File: src/rtl/instr_fetch_unit.sv
`default_nettype none
// ============================================================================
// Module      : instr_fetch_unit
// Description : Fetches variable-length (1 or 2 byte) instructions from a
//               128x8 program ROM with combinational read, and presents each
//               instruction to the decoder as a single bundle through a
//               valid/ready handshake. A redirect reloads the PC and discards
//               any fetch in progress or any bundle still pending.
// Ports       : clk            rising-edge clock
//               reset          synchronous active-high reset
//               rom_addr       ROM address (always equal to the PC)
//               rom_data       ROM read data for rom_addr, same cycle
//               redirect       load PC from redirect_addr (highest priority)
//               redirect_addr  new PC value
//               instr_valid    bundle available
//               instr_ready    decoder accepts bundle
//               instr_opcode   opcode byte
//               instr_operand  operand byte, 8'h00 for 1-byte instructions
//               instr_len      0 = 1-byte, 1 = 2-byte instruction
//               instr_pc       address of the opcode byte
// Revision    : 1.0 - initial release
// ============================================================================
module instr_fetch_unit #(
  parameter logic [6:0] RESET_VECTOR = 7'h00
) (
  input  logic       clk,
  input  logic       reset,
  output logic [6:0] rom_addr,
  input  logic [7:0] rom_data,
  input  logic       redirect,
  input  logic [6:0] redirect_addr,
  output logic       instr_valid,
  input  logic       instr_ready,
  output logic [7:0] instr_opcode,
  output logic [7:0] instr_operand,
  output logic       instr_len,
  output logic [6:0] instr_pc
);

  localparam logic [1:0] S_OPCODE  = 2'd0;
  localparam logic [1:0] S_OPERAND = 2'd1;
  localparam logic [1:0] S_VALID   = 2'd2;

  logic [1:0] r_state;
  logic [6:0] r_pc;
  logic       r_valid;
  logic [7:0] r_opcode;
  logic [7:0] r_operand;
  logic       r_len;
  logic [6:0] r_instr_pc;

  logic       w_one_byte;
  logic [6:0] w_pc_next;

  // Opcodes 00-1F and 40-5F are single byte: top three bits 000 or 010.
  assign w_one_byte = (rom_data[7:5] == 3'b000) || (rom_data[7:5] == 3'b010);

  // 7-bit add wraps naturally from 7F to 00.
  assign w_pc_next  = r_pc + 7'd1;

  always_ff @(posedge clk) begin
    if (reset) begin
      r_state    <= S_OPCODE;
      r_pc       <= RESET_VECTOR;
      r_valid    <= 1'b0;
      r_opcode   <= 8'h00;
      r_operand  <= 8'h00;
      r_len      <= 1'b0;
      r_instr_pc <= 7'h00;
    end else if (redirect) begin
      // Drops any partial fetch and any pending bundle (accepted or not).
      r_state <= S_OPCODE;
      r_pc    <= redirect_addr;
      r_valid <= 1'b0;
    end else begin
      case (r_state)
        S_OPCODE: begin
          r_opcode   <= rom_data;
          r_instr_pc <= r_pc;
          r_pc       <= w_pc_next;
          if (w_one_byte) begin
            r_operand <= 8'h00;
            r_len     <= 1'b0;
            r_valid   <= 1'b1;
            r_state   <= S_VALID;
          end else begin
            r_len   <= 1'b1;
            r_state <= S_OPERAND;
          end
        end
        S_OPERAND: begin
          r_operand <= rom_data;
          r_pc      <= w_pc_next;
          r_valid   <= 1'b1;
          r_state   <= S_VALID;
        end
        S_VALID: begin
          // Bundle registers and PC hold until the decoder takes the bundle.
          if (instr_ready) begin
            r_valid <= 1'b0;
            r_state <= S_OPCODE;
          end
        end
        default: begin
          r_valid <= 1'b0;
          r_state <= S_OPCODE;
        end
      endcase
    end
  end

  assign rom_addr      = r_pc;
  assign instr_valid   = r_valid;
  assign instr_opcode  = r_opcode;
  assign instr_operand = r_operand;
  assign instr_len     = r_len;
  assign instr_pc      = r_instr_pc;

endmodule
`default_nettype wire

File: config.mk
export PLATFORM = sky130hd
export DESIGN_NAME = instr_fetch_unit
export DESIGN_NICKNAME = d
export VERILOG_FILES = /design/src/rtl/instr_fetch_unit.sv
export SDC_FILE = /design/constraint.sdc
export NUM_CORES = 1
export LEC_CHECK = 0
export CAP_MARGIN = 20
export CORE_MARGIN = 5
export CORE_UTILIZATION = 25
export CTS_BUF_LIST = sky130_fd_sc_hd__clkbuf_4
export DETAILED_ROUTE_END_ITERATION = 12
export PLACE_DENSITY = 0.52
export REMOVE_ABC_BUFFERS = 1
export SYNTH_ARGS = -nofsm -noshare
export SYNTH_HDL_FRONTEND = slang
export SYNTH_SLANG_ARGS = --single-unit
File: constraint.sdc
create_clock -name clk -period 2.5 [get_ports clk]
set_input_delay 0.5 -clock clk [delete_from_list [all_inputs] [get_ports clk]]
set_output_delay 0.5 -clock clk [all_outputs]
set_load 0.05 [all_outputs]
# After elaboration in Yosys (flattened, before gate mapping)
# Index checks and enable logic that the tools add are counted.
# op_classes
bitwise,1
eq_ne,5
muxes,11
n_reduce_logical,10
addsub,1
# ops
op,count
$pmux W8 S2,1
$mux W7,2
$mux W8,1
$add A7 B1 Y7 const B,1
$pmux W2 S3,1
$mux W2,2
$ne A2 B2 Y1 const B,2
$reduce_and A2 Y1,2
$reduce_bool A2 Y1,2
$reduce_or A2 Y1,2
$eq A3 B2 Y1 const B,1
$logic_not A3 Y1,1
$mux W1,3
$pmux W1 S3,1
$reduce_and A3 Y1,1
$eq A2 B1 Y1 const B,1
$eq A2 B2 Y1 const B,1
$logic_not A2 Y1,1
$logic_or A1 B1 Y1,1
$not A1 Y1,1
# totals
register_bits,34
in_bits,19
elab_cells,35
out_inout_bits,32

# Logic depth before layout (Yosys ltp)
# logic_depth
depth_word,4
depth_mapped,5

# Worst setup path before layout
# Ideal clock, no wire load.
# synth_timing
kind,reg2reg
from,"reg r_pc[0], in the netlist rom_addr[0]"
to,"reg r_pc[6], in the netlist rom_addr[6]"
setup_slack_ns,0.843
setup_ns,0.088
stages_incl_launch_ff,5
required_ns,2.412
arrival_ns,1.569
path_cell_list,dfxtp_1 -> ha_1 -> nand2_1 -> or3_1 -> a311oi_2
# synth_between
elab_chain_len,3
# synth_rtl
element,line_no,source
start: declaration,45,logic [6:0] r_pc;
start signal: assignment,73,r_pc <= redirect_addr;
start signal: assignment,80,r_pc <= w_pc_next;
start signal: assignment,93,r_pc <= w_pc_next;
$add A7 B1 Y7,59,assign w_pc_next = r_pc + 7'd1;
$mux W7,76,case (r_state)
$mux W7,70,end else if (redirect) begin
# Every way passes these cells. The select of a mux whose other input is x is not followed.
# A chain may end at the register's enable or synchronous reset.

# Worst setup path after layout
# layout_timing
from,"reg r_pc[3], in the netlist rom_addr[3]"
to,out rom_addr[3]
# layout_rtl
element,line_no,source
end: declaration,28,"output logic [6:0] rom_addr,"
# No word-level cell between the ends.

==> results.txt <==
storage element area -> 681 µm²
initial drt markers -> 67
power per standard cell area -> 585 mW/mm²
Top Ports -> 51
Clock Skews -> 0.0107 ns
DP Worst Slack -> 0.428 ns
FP Rows -> 27
final hold slack -> 0.458 ns
Remaining DRCs -> 0
postcts setup bufs -> 0
1st-pass router iterations -> 4
Die ar. -> 0.00722 mm²
Peak VDD IR -> 171 µV
worst-skew pair later-pin latency -> 0.33 ns
die width -> 85.0 µm
root buffer cell -> clkbuf_4
Final ANT Viol Nets -> 0
Final Hold Vio Count -> 0
Slowest cell on crit path -> clkdlybuf4s50_1
largest net degree at the start of global routing -> 35
ys async rst share -> 0%
vias in the first global route -> 1307
post-route setup slack -> 0.335 ns
Startpoint Class -> register
core area -> 0.00547 mm²
unrepaired setup endpoints after global routing -> no
Final Setup Violations -> 0
syn_area_per_cell -> 8.52 µm²
Yosys top cell by area -> dfxtp_1
Main synth FF type -> dfxtp_1
CP endpoint kind -> output pin
H-tree depth -> 2
antenna violations before repair -> 0
DRT Wirelength -> 3830 µm
outcome -> finished clean
worst min-delay path class -> reg -> reg
Yosys cell types -> 27
Cell Chain, Critical Path -> clkdlybuf4s50_1
Final period util -> 86.6%
yosys warns -> 0
share of cells above drive strength 1 -> 7.04%
CTS sink cnt -> 34
Synth Instances -> 165
chip height -> 85.0 µm
clock transition at the registers of the reported paths -> 0.10 ns
LEAKAGE -> 0.702 nW
number of port buffers -> 50
area of the multi-input gates -> 661 µm²
global-route wire length before repair -> 6460 µm
Congestion Overflow GR -> 0
CP max FO -> 5
Max Slew Vio Count -> 0
MaxCap Viol Count -> 0
Synth top cells by count -> 38 x nand2_1, 34 x dfxtp_1, 26 x a21oi_1, 12 x o21ai_0, 10 x nand4b_1
DR vias/cell -> 4.52
CTS tree -> yes
area of the mapped netlist -> 0.00141 mm²
number of flops mapped to enable cells by yosys -> 0
Nets -> 232
Critical Path RT -> 2.00 ns
register area share after synthesis -> 48.4%
total CTS buffers -> 5
Buf/Inv on CP -> 1
Routed WL per cell -> 13.4 µm
synth top area cells -> dfxtp_1 48%, nand2_1 10%, a21oi_1 9.3%
clock buffer depth -> 2
Tot GR Track Use -> 11.1%
Initial Util -> 25.7%
Area Overhead vs Synth -> 43.2%
CP peak stage delay -> 0.86 ns
Vias -> 1289
# hold bufs at CTS -> 0
fmax -> 462 MHz
fillcell total -> 602
CP top delay family -> buffers and inverters
HPWL Detailed -> 2640 µm
routability cong. -> 0.727
Worst Setup Path Type -> reg -> out
min cycle time layout -> 2.16 ns
number of synthesized register bits -> 34
Slew Limit Headroom -> 59.4%
CP arrival -> 1.66 ns
post_cts resized -> 0
area fraction of the dominant cell type after synthesis -> 48.4%
Worst Tran Pin Value -> 0.609 ns
most frequent cell after synthesis -> nand2_1
Setup TNS Final -> 0 ns
Antenna diodes -> 0
state kept, by name, summed over array words and instances (netlist names):
signal	flops
instr_pc	7
r_state	2
instr_opcode	8
instr_len	1
rom_addr	7
instr_operand	8
instr_valid	1
power by group:
| part | switching (mW) | leakage, nW | internal, mW |
|---|---|---|---|
| Sequential | 0.0288 | 0.279 | 0.571 |
| Combinational | 0.174 | 0.391 | 0.107 |
| Clock | 0.181 | 0.0331 | 0.117 |
worst min-delay path: stages (launching register included):
cell     delay, ns
dfxtp_1       0.32
nand2_1       0.05
a21oi_1       0.05
area by class of cell:
class	count	area share (%)
clock buffers	6	2.24
clock inverters	2	0.435
inverters	1	0.187
multi-input cells	117	32.8
flip-flops and latches	34	33.8
well taps	72	4.48
repair buffers	53	26.0
per-stage QoR:
stage / power [mW] / instances / utilization (%) / cell area, µm²
floorplan: 0.770 / 152 / - / 1350
global placement: 0.894 / 277 / 35.8 / 1960
detailed placement: 0.895 / 277 / 35.8 / 1960
CTS: 1.19 / 285 / 36.8 / 2010
global route: 1.25 / 285 / 36.8 / 2010
finish: 1.18 / 285 / 36.8 / 2010
metal layers:
layer,vias to the layer above,routed length [µm],GRT usage (%)
li1,662,-,-
met1,587,1600,13.1
met2,36,1900,18.5
met3,4,285,3.88
met4,0,38,4.32
met5,-,0,0
worst paths after layout:
path / start / endpoint / slack (ns) / cells past startpoint
worst max-delay path: rom_addr[3]$_SDFFE_PP0P_ / rom_addr[3] / 0.34 / 1
worst min register to register: instr_pc[6]$_SDFFE_PP0P_ / instr_pc[6]$_SDFFE_PP0P_ / 0.46 / 2
worst max register to register: r_state[1]$_SDFFE_PP0P_ / instr_opcode[3]$_SDFFE_PP0P_ / 0.86 / 3
worst min-delay path: instr_pc[6]$_SDFFE_PP0P_ / instr_pc[6]$_SDFFE_PP0P_ / 0.46 / 2
cell usage in the layout (no fill, tap or decap):
cell / n
mux2_2: 1
nor2b_1: 1
clkinv_1: 1
nor3_2: 1
a311oi_2: 1
nor2_1: 7
nand2_1: 38
ha_1: 1
or2_0: 1
nand4b_1: 10
or2_1: 1
clkbuf_4: 6
xnor2_1: 2
or3_1: 3
buf_4: 3
a211oi_1: 4
o21ai_0: 12
clkdlybuf4s50_1: 50
nand4b_4: 1
nor3_1: 1
xor2_1: 2
inv_1: 1
a311oi_1: 1
clkinv_2: 1
a21oi_1: 26
o21ba_2: 1
dfxtp_1: 34
o21bai_1: 2
logic make-up (layout without fill, tap and decap cells):
logic type	Yosys count	in the layout	synth area share, %
xor+xnor	4	4	2.49
flops	34	34	48.4
mux	1	1	0.801
fa+ha+maj	1	1	0.890
compound gates	47	47	19.1
buf+inv	14	62	4.54
simple gates	64	64	23.7
Power figures use the tool's default switching activity.
